===== config.mk =====
export PLATFORM = sky130hd
export DESIGN_NAME = cfg_shift_slave
export DESIGN_NICKNAME = d
export VERILOG_FILES = /design/src/rtl/cfg_sr_pkg.sv /design/src/rtl/cfg_shift_core.sv /design/src/rtl/cfg_shift_slave.sv
export SDC_FILE = /design/constraint.sdc
export NUM_CORES = 1
export LEC_CHECK = 0
export CORE_ASPECT_RATIO = 1.1
export CORE_MARGIN = 1.5
export CORE_UTILIZATION = 50
export CTS_CLUSTER_SIZE = 25
export DETAILED_ROUTE_END_ITERATION = 16
export GPL_TIMING_DRIVEN = 0
export PLACE_DENSITY_LB_ADDON = 0.2
export SYNTH_ARGS = -nofsm -noshare
export SYNTH_HDL_FRONTEND = slang
export SYNTH_SLANG_ARGS = --single-unit

===== constraint.sdc =====
create_clock -name CLK -period 4 [get_ports CLK]
set_clock_uncertainty 0.1 [all_clocks]
set_input_delay 0.4 -clock CLK [delete_from_list [all_inputs] [get_ports CLK]]
set_output_delay 0.4 -clock CLK [all_outputs]
set_load 0.01 [all_outputs]

===== src/rtl/cfg_sr_pkg.sv =====
`default_nettype none
// ============================================================================
//  Module   : cfg_sr_pkg
//  Purpose  : Shared types and helpers for the configuration shift-chain slave.
//             - state_e   : slave FSM states (IDLE, SHIFT, HOLD)
//             - CFG_W_DEF : default configuration word width
//             - cnt_w()   : bit-counter width for a given word width
//  Revision : 1.0 - initial release
// ============================================================================
package cfg_sr_pkg;

  typedef enum logic [1:0] {
    IDLE  = 2'd0,
    SHIFT = 2'd1,
    HOLD  = 2'd2
  } state_e;

  localparam int CFG_W_DEF = 64;

  // Counter must reach FRAME_W+1 (at most CFG_W+2) without wrapping.
  function automatic int cnt_w(input int w);
    return $clog2(w + 3);
  endfunction

endpackage
`default_nettype wire


===== src/rtl/cfg_shift_core.sv =====
`default_nettype none
// ============================================================================
//  Module   : cfg_shift_core
//  Purpose  : Serial shift path, saturating bit counter and parity check for
//             the configuration slave.
//  Ports    : CLK      in   system clock, rising edge
//             RST_N    in   asynchronous active-low reset
//             shift_en in   shift one bit in this cycle
//             clr_cnt  in   clear the bit counter
//             sdi      in   serial data in, MSB first
//             sdo      out  MSB of the shift path (daisy-chain output)
//             data     out  DATA_W data bits of the shift path
//             cnt      out  number of bits shifted, saturating at frame+1
//             par_ok   out  odd parity over {data,parity} holds (1 if no parity)
//  Revision : 1.0 - initial release
// ============================================================================
module cfg_shift_core
  import cfg_sr_pkg::*;
#(
  parameter int DATA_W = CFG_W_DEF,
  parameter int PAR_EN = 0,
  parameter int CNT_W  = cnt_w(DATA_W)
) (
  input  logic              CLK,
  input  logic              RST_N,
  input  logic              shift_en,
  input  logic              clr_cnt,
  input  logic              sdi,
  output logic              sdo,
  output logic [DATA_W-1:0] data,
  output logic [CNT_W-1:0]  cnt,
  output logic              par_ok
);

  // With parity the path carries one extra bit: the last bit shifted in.
  localparam int               PATH_W  = DATA_W + PAR_EN;
  localparam logic [CNT_W-1:0] CNT_SAT = CNT_W'(PATH_W + 1);

  logic [PATH_W-1:0] path_q;
  logic [PATH_W-1:0] path_d;
  logic [CNT_W-1:0]  cnt_q;
  logic [CNT_W-1:0]  cnt_d;

  always_comb begin
    path_d = path_q;
    cnt_d  = cnt_q;
    if (shift_en) begin
      path_d = {path_q[PATH_W-2:0], sdi};
    end
    // Saturation at frame+1 marks "over-length" and prevents wrap-around
    // from ever aliasing back onto a valid count.
    if (clr_cnt) begin
      cnt_d = '0;
    end else if (shift_en && (cnt_q != CNT_SAT)) begin
      cnt_d = cnt_q + 1'b1;
    end
  end

  always_ff @(posedge CLK or negedge RST_N) begin
    if (!RST_N) begin
      path_q <= '0;
      cnt_q  <= '0;
    end else begin
      path_q <= path_d;
      cnt_q  <= cnt_d;
    end
  end

  assign sdo = path_q[PATH_W-1];
  assign cnt = cnt_q;

  generate
    if (PAR_EN != 0) begin : g_par
      assign data   = path_q[PATH_W-1:1];
      assign par_ok = ^path_q;
    end else begin : g_no_par
      assign data   = path_q;
      assign par_ok = 1'b1;
    end
  endgenerate

endmodule
`default_nettype wire


===== src/rtl/cfg_shift_slave.sv =====
`default_nettype none
// ============================================================================
//  Module   : cfg_shift_slave
//  Purpose  : Receiving end of the dynamic/static configuration shift chain.
//             Shifts serial bits into a dynamic register while sel_dyn is
//             high, validates the frame on sel_stat and copies it into the
//             static (shadow) register, then holds while en_fin is high.
//  Options  : `CFG_PARITY_EN - frame carries a trailing odd-parity bit;
//             a bad parity rejects the latch with par_err.
//  Ports    : CLK       in   system clock, rising edge
//             RST_N     in   asynchronous active-low reset
//             sel_dyn   in   shift enable
//             sel_stat  in   latch strobe
//             en_fin    in   dynamic load finished (hold phase)
//             sdi       in   serial data in, MSB first
//             sdo       out  serial data out to next slave
//             dyn_q     out  dynamic shift register contents
//             stat_q    out  static configuration register
//             cfg_valid out  sticky: a latch has been accepted since reset
//             load_ok   out  1-cycle pulse, latch accepted
//             len_err   out  1-cycle pulse, latch rejected on bit count
//             par_err   out  1-cycle pulse, latch rejected on parity
//             busy      out  FSM not in IDLE
//  Revision : 1.0 - initial release
// ============================================================================
module cfg_shift_slave
  import cfg_sr_pkg::*;
#(
  parameter int               CFG_W   = CFG_W_DEF,
  parameter logic [CFG_W-1:0] RST_VAL = '0
) (
  input  logic             CLK,
  input  logic             RST_N,
  input  logic             sel_dyn,
  input  logic             sel_stat,
  input  logic             en_fin,
  input  logic             sdi,
  output logic             sdo,
  output logic [CFG_W-1:0] dyn_q,
  output logic [CFG_W-1:0] stat_q,
  output logic             cfg_valid,
  output logic             load_ok,
  output logic             len_err,
  output logic             par_err,
  output logic             busy
);

`ifdef CFG_PARITY_EN
  localparam int PAR_EN = 1;
`else
  localparam int PAR_EN = 0;
`endif

  localparam int               FRAME_W   = CFG_W + PAR_EN;
  localparam int               CNT_W     = cnt_w(CFG_W);
  localparam logic [CNT_W-1:0] CNT_FRAME = CNT_W'(FRAME_W);

  state_e           state_q;
  logic             shift_en;
  logic             clr_cnt;
  logic [CNT_W-1:0] bit_cnt;
  logic             par_ok;
  logic             len_good;

  // A latch strobe in SHIFT pre-empts shifting in the same cycle.
  assign shift_en = sel_dyn && !en_fin &&
                    ((state_q == IDLE) || ((state_q == SHIFT) && !sel_stat));

  // Leaving HOLD is the only point where the bit count restarts.
  assign clr_cnt  = (state_q == HOLD) && !en_fin && !sel_dyn;

  assign len_good = (bit_cnt == CNT_FRAME);
  assign busy     = (state_q != IDLE);

  cfg_shift_core #(
    .DATA_W (CFG_W),
    .PAR_EN (PAR_EN),
    .CNT_W  (CNT_W)
  ) u_core (
    .CLK      (CLK),
    .RST_N    (RST_N),
    .shift_en (shift_en),
    .clr_cnt  (clr_cnt),
    .sdi      (sdi),
    .sdo      (sdo),
    .data     (dyn_q),
    .cnt      (bit_cnt),
    .par_ok   (par_ok)
  );

  always_ff @(posedge CLK or negedge RST_N) begin
    if (!RST_N) begin
      state_q   <= IDLE;
      stat_q    <= RST_VAL;
      cfg_valid <= 1'b0;
      load_ok   <= 1'b0;
      len_err   <= 1'b0;
      par_err   <= 1'b0;
    end else begin
      load_ok <= 1'b0;
      len_err <= 1'b0;
      par_err <= 1'b0;
      case (state_q)
        IDLE: begin
          if (sel_dyn && !en_fin) begin
            state_q <= SHIFT;
          end
        end
        SHIFT: begin
          if (sel_stat) begin
            state_q <= HOLD;
            if (len_good && par_ok) begin
              stat_q    <= dyn_q;
              load_ok   <= 1'b1;
              cfg_valid <= 1'b1;
            end else if (!len_good) begin
              len_err <= 1'b1;
            end else begin
              par_err <= 1'b1;
            end
          end
        end
        HOLD: begin
          if (!en_fin && !sel_dyn) begin
            state_q <= IDLE;
          end
        end
        default: begin
          state_q <= IDLE;
        end
      endcase
    end
  end

endmodule
`default_nettype wire

* After elaboration in Yosys (flattened, before gate mapping)
Index checks and enable logic that the tools add are counted.
Cells by class: add/sub/neg operators 1, equal/unequal tests 7, multiplexer cells 12, reduce and logical (&&, ||, !) cells 16
Operators with widths (number):
- $mux 7 | 2
- $add 7x1->7 const B | 1
- $eq 7x7->1 const B | 1
- $logic_and 1x1->1 | 7
- $ne 7x7->1 const B | 1
- $mux 1 | 6
- $mux 2 | 3
- $pmux 2 s3 | 1
- $reduce_and 3->1 | 2
- $ne 2x1->1 const B | 2
- $reduce_bool 2->1 | 2
- $logic_not 1->1 | 3
- $eq 2x1->1 const B | 1
- $eq 2x2->1 const B | 1
- $logic_not 2->1 | 1
- $ne 2x2->1 const B | 1
- $logic_or 1x1->1 | 1
Storage, ports and cells: register bits 140, input bits 6, output and inout port bits 134, logic and storage cells 43

* Logic depth before layout (Yosys ltp)
depth in word-level cells 7, mapped depth 7, depth with buffers taken out 6

* Hierarchy
From an unflattened synthesis, not the netlist that was laid out.
Second synthesis, totals: cells, all modules 341, area, all modules 5584.1 sq um
By module, submodules not included:
- cfg_shift_slave | instances 1, cells an instance 160, area an instance 2806.4 sq um, seq. area each 1751.7 sq um
- cfg_shift_core | instances 1, cells an instance 181, area an instance 2777.7 sq um, seq. area each 1776.7 sq um

* Worst setup path after synthesis
OpenSTA, ideal clock, no wires.
path kind flip-flop to flip-flop, from reg u_core.cnt_q[3], in the netlist u_core.cnt[3], to reg stat_q[25], setup time 128 ps, data arrival time 1855 ps, required time 3772 ps, slack 1917 ps, stages on the path, launching flop included 6, buffers on the path 2, period minus slack after synthesis 2083 ps, cells stage by stage dfrtp_1 > or4_4 > nor4_4 > buf_4 > buf_6 > mux2_1
On the way: cells in the longest elaborated chain, start to end 2
Ends and longest elaborated chain:
- start, declared | RTL line cfg_shift_core.sv:41 | logic [CNT_W-1:0] cnt_q;
- start signal, assigned | RTL line cfg_shift_core.sv:65 | cnt_q <= cnt_d;
- $eq 7x7->1 | RTL line cfg_shift_slave.sv:72 | assign len_good = (bit_cnt == CNT_FRAME);
- $reduce_and 3->1 (no source line)
- end signal, assigned | RTL line cfg_shift_slave.sv:113 | stat_q <= dyn_q;
- end, declared | RTL line cfg_shift_slave.sv:40 | output logic [CFG_W-1:0] stat_q,
Every way passes these cells. A chain may end at the register's enable or synchronous reset.

* Worst setup path after layout
from in en_fin, to reg u_core.path_q[56], in the netlist u_core.data[56]
On the way: cells in the longest elaborated chain, start to end 3
Ends and longest elaborated chain:
- start, declared | RTL line cfg_shift_slave.sv:36 | input logic en_fin,
- $logic_not 1->1 | RTL line cfg_shift_slave.sv:66 | assign shift_en = sel_dyn && !en_fin &&
- $logic_and 1x1->1 (2 in series) | RTL line cfg_shift_slave.sv:66
- end signal, assigned | RTL line cfg_shift_core.sv:64 | path_q <= path_d;
- end, declared | RTL line cfg_shift_core.sv:39 | logic [PATH_W-1:0] path_q;
Every way passes these cells.

==> out/results.ini <==
[status]
status = complete, no violations

[floorplanning]
die-height_um = 112
start_util = 0.517
dieArea_um2 = 11500
num_rows = 39
core_area_um2 = 10500
pin_count = 140
fp.dieW_um = 102

[global_routing]
grt_max_degree = 89
antenna_found_initial = 0
grt_overflow = 0
grt_pass1_vias = 4047
grt_use_total = 0.224
grt_pass1_wl_um = 19900

[worst_setup_path]
cp_slowest_cell = nor3b_1
arrival_ns = 2.60
rrSetupSlack_ns = 1.64
crit_path_start_kind = primary input
reg2reg_to = stat_q[27]
required_ns = 4.24
reg2reg_from = u_core.cnt[3]
max_stage_delay_ns = 0.47
critPathCaptureType = register
worstPathCellList = clkdlybuf4s50_1 -> nand2b_1 -> nor3b_1 -> clkbuf_1 -> clkbuf_1 -> nand2_1 -> nand2_1
worstRegToRegCells = 5
critPathKind = primary input to register
cp_max_fo = 10

[pwr]
power_switching_w = 0.000959
p_per_area_nw_per_um2 = 475
p_leak_nw = 3.83
pwr-share-comb = 0.140
ir_drop_uv = 307
p_seq_frac = 0.450
clockPowerShare = 0.410
switching_share = 0.266
p_int_w = 0.00265

[yosys]
yosysSeqAreaShare = 0.646
synth_area_per_cell_um2 = 11.6
synth-seq-cells = 140
synth_top_cell_area_share = 0.646
syn_nets = 478
syn_inst = 469
synth.area.top_cells = dfrtp_1 65%, nand2_1 13%, mux2_1 7.9%
syn_area_um2 = 5420
synth_cell_types = 33
ys_warn_count = 0
yosysTopAreaCell = dfrtp_1

[clocking]
hold_buffers = 1
ctsResizeCount = 0
numCtsBuffers = 17
cts.path.max_buffers = 2
clk_pin_slew_ns = 0.06
root_buffer = clkbuf_16
h-tree-depth = 4
cts_tree = built
cts.sinks = 140
post_cts_buffers = 0
insertion_delay_ns = 0.41

[worst_hold_path]
hp-start = cfg_valid
min_to = cfg_valid
holdPathStages = 1
hold_path.class = register to register

[drt]
first_iter_violations = 109
vias = 3917
met1Wirelength_um = 5060
dr.max_layer_used = met4
drt_wl_total_um = 11700
wl_per_cell_um = 14.9
routed-wl-met3_um = 696
route.detailed.drc = 0
firstDrtPassIters = 4
wl_met2_um = 5750
postRouteAntennaNets = 0
viasPerCell = 5.00

[timing]
holdWs_ns = 0.383
tightestPinTransition_ns = 0.542
min_period_over_period = 0.590
finalSetupViolCount = 0
period_minus_slack_ns = 2.36
drv_slew = 0
final_hold_viol_count = 0
fmax_mhz = 424
rsz0062_at_grt = no
max-slew-margin-rel = 0.639

[place]
dp.cells = 751
routabilityCongestion = 0.786
post-dp-hpwl_um = 8030
io_buffers = 138

[layout]
diodes = 0
layout.cells.non_filler = 784
fill_cells = 755
drive_gt1_frac = 0.119
areaGrowthSynthToFinish_pct = 40.0
nNetsFinal = 637

[job]
cap_viol_max_count = 0

==> metal layers <==
layer  vias to the layer above  track usage
met1                      1949        0.292
met2                       115        0.353
li1                       1838            -
met5                         -            0
met3                        15       0.0654
met4                         0       0.0904
==> cells in the mapped netlist <==
cell	instances
nor3b_1	1
conb_1	1
mux2_2	28
inv_1	2
nor3_1	3
mux2_1	38
o2bb2ai_1	1
nor2b_1	2
or3b_2	1
nand3_1	3
o31ai_1	1
buf_2	2
a21oi_1	2
nand4bb_1	1
and2_1	2
o22ai_1	1
nor4_4	1
dfrtp_1	140
clkbuf_1	12
buf_4	3
nand2_1	195
and3_1	3
or4_4	1
buf_1	3
buf_6	4
nand2b_1	2
a221o_1	2
xor2_1	2
or2_1	1
a22o_1	1
or2_2	2
ha_1	3
nor2_1	5
==> critical path, delay by kind of cell <==
family | cells | cell delay, ns
buffers and inverters | 3 | 1.30
and+or+nand+nor | 4 | 0.89
==> worst max path at each step <==
stage	startpoint	end	slack, ns
2_1_floorplan	u_core.cnt[3]	stat_q[25]	1.92
3_3_place_gp	RST_N	cfg_valid	-2.91
3_5_place_dp	en_fin	u_core.data[58]	1.23
4_1_cts	u_core.cnt[3]	stat_q[27]	1.61
5_1_grt	en_fin	u_core.data[62]	1.42
6_report	en_fin	u_core.data[56]	1.64
==> state kept, by name, summed over array words and instances (netlist names) <==
register and cells:
stat_q 64, u_core.data 64, u_core.cnt 7, state_q 2, cfg_valid 1, len_err 1
load_ok 1
==> through the flow <==
stage	total power, W	setup slack (ns)	utilization	setup TNS, ns	instance area [um^2]
after global placement	0.00213	-2.91	0.666	-406.07	6980
final	0.00361	1.64	0.724	0	7590
after detailed placement	0.00215	1.23	0.668	0	7010
after global routing	0.00377	1.42	0.724	0	7590
after floorplan	0.00187	1.92	-	0	5420
after CTS	0.00365	1.61	0.724	0	7590
==> cell type report <==
cell class / count / area (um^2) / share of cell area
sequential: 140 / 3500 / 0.461
inverter: 2 / 7.51 / 0.000989
tap: 143 / 179 / 0.0236
clock inverter: 13 / 118 / 0.0155
multi-input combinational: 303 / 1780 / 0.234
timing repair buffer: 140 / 1420 / 0.187
clock buffer: 19 / 453 / 0.0596
buffer: 24 / 134 / 0.0176
==> power groups by stage <==
stage | registers, W | clock network (W) | logic (W)
floorplan | 0.00166 | 0 | 0.000219
global placement | 0.00164 | 0 | 0.000491
detailed placement | 0.00164 | 0 | 0.000507
CTS | 0.00162 | 0.00151 | 0.000513
global route | 0.00164 | 0.00157 | 0.000561
finish | 0.00162 | 0.00148 | 0.000506
==> placed cells by master (no fill, tap or decap), types with 2 or more instances in the layout <==
| cell | instances |
|---|---|
| a21oi_1 | 2 |
| a221o_1 | 2 |
| and2_1 | 2 |
| and3_1 | 3 |
| buf_1 | 3 |
| buf_2 | 2 |
| buf_4 | 3 |
| buf_6 | 5 |
| clkbuf_1 | 12 |
| clkbuf_16 | 17 |
| clkbuf_8 | 2 |
| clkdlybuf4s50_1 | 137 |
| clkinv_2 | 3 |
| clkinv_4 | 2 |
| clkinvlp_4 | 5 |
| dfrtp_1 | 140 |
| ha_1 | 3 |
| inv_1 | 2 |
| inv_6 | 2 |
| mux2_1 | 38 |
| mux2_2 | 28 |
| nand2_1 | 195 |
| nand2b_1 | 2 |
| nand3_1 | 3 |
| nor2_1 | 5 |
| nor2b_1 | 2 |
| nor3_1 | 3 |
| or2_2 | 2 |
| xor2_1 | 2 |
==> logic make-up (layout without fill, tap and decap cells) <==
group / after synthesis / count (layout) / share of synthesized area
buffers and inverters: 26 / 198 / 0.0261
AO/OA/AOI/OAI: 8 / 8 / 0.0113
flip-flops: 140 / 140 / 0.646
adder cells (fa/ha/maj): 3 / 3 / 0.00692
multiplexers: 66 / 66 / 0.137
other: 1 / 1 / 0.000691
XOR/XNOR: 2 / 2 / 0.00323
AND/OR/NAND/NOR: 223 / 223 / 0.169
(Power assumes the default switching activity.)
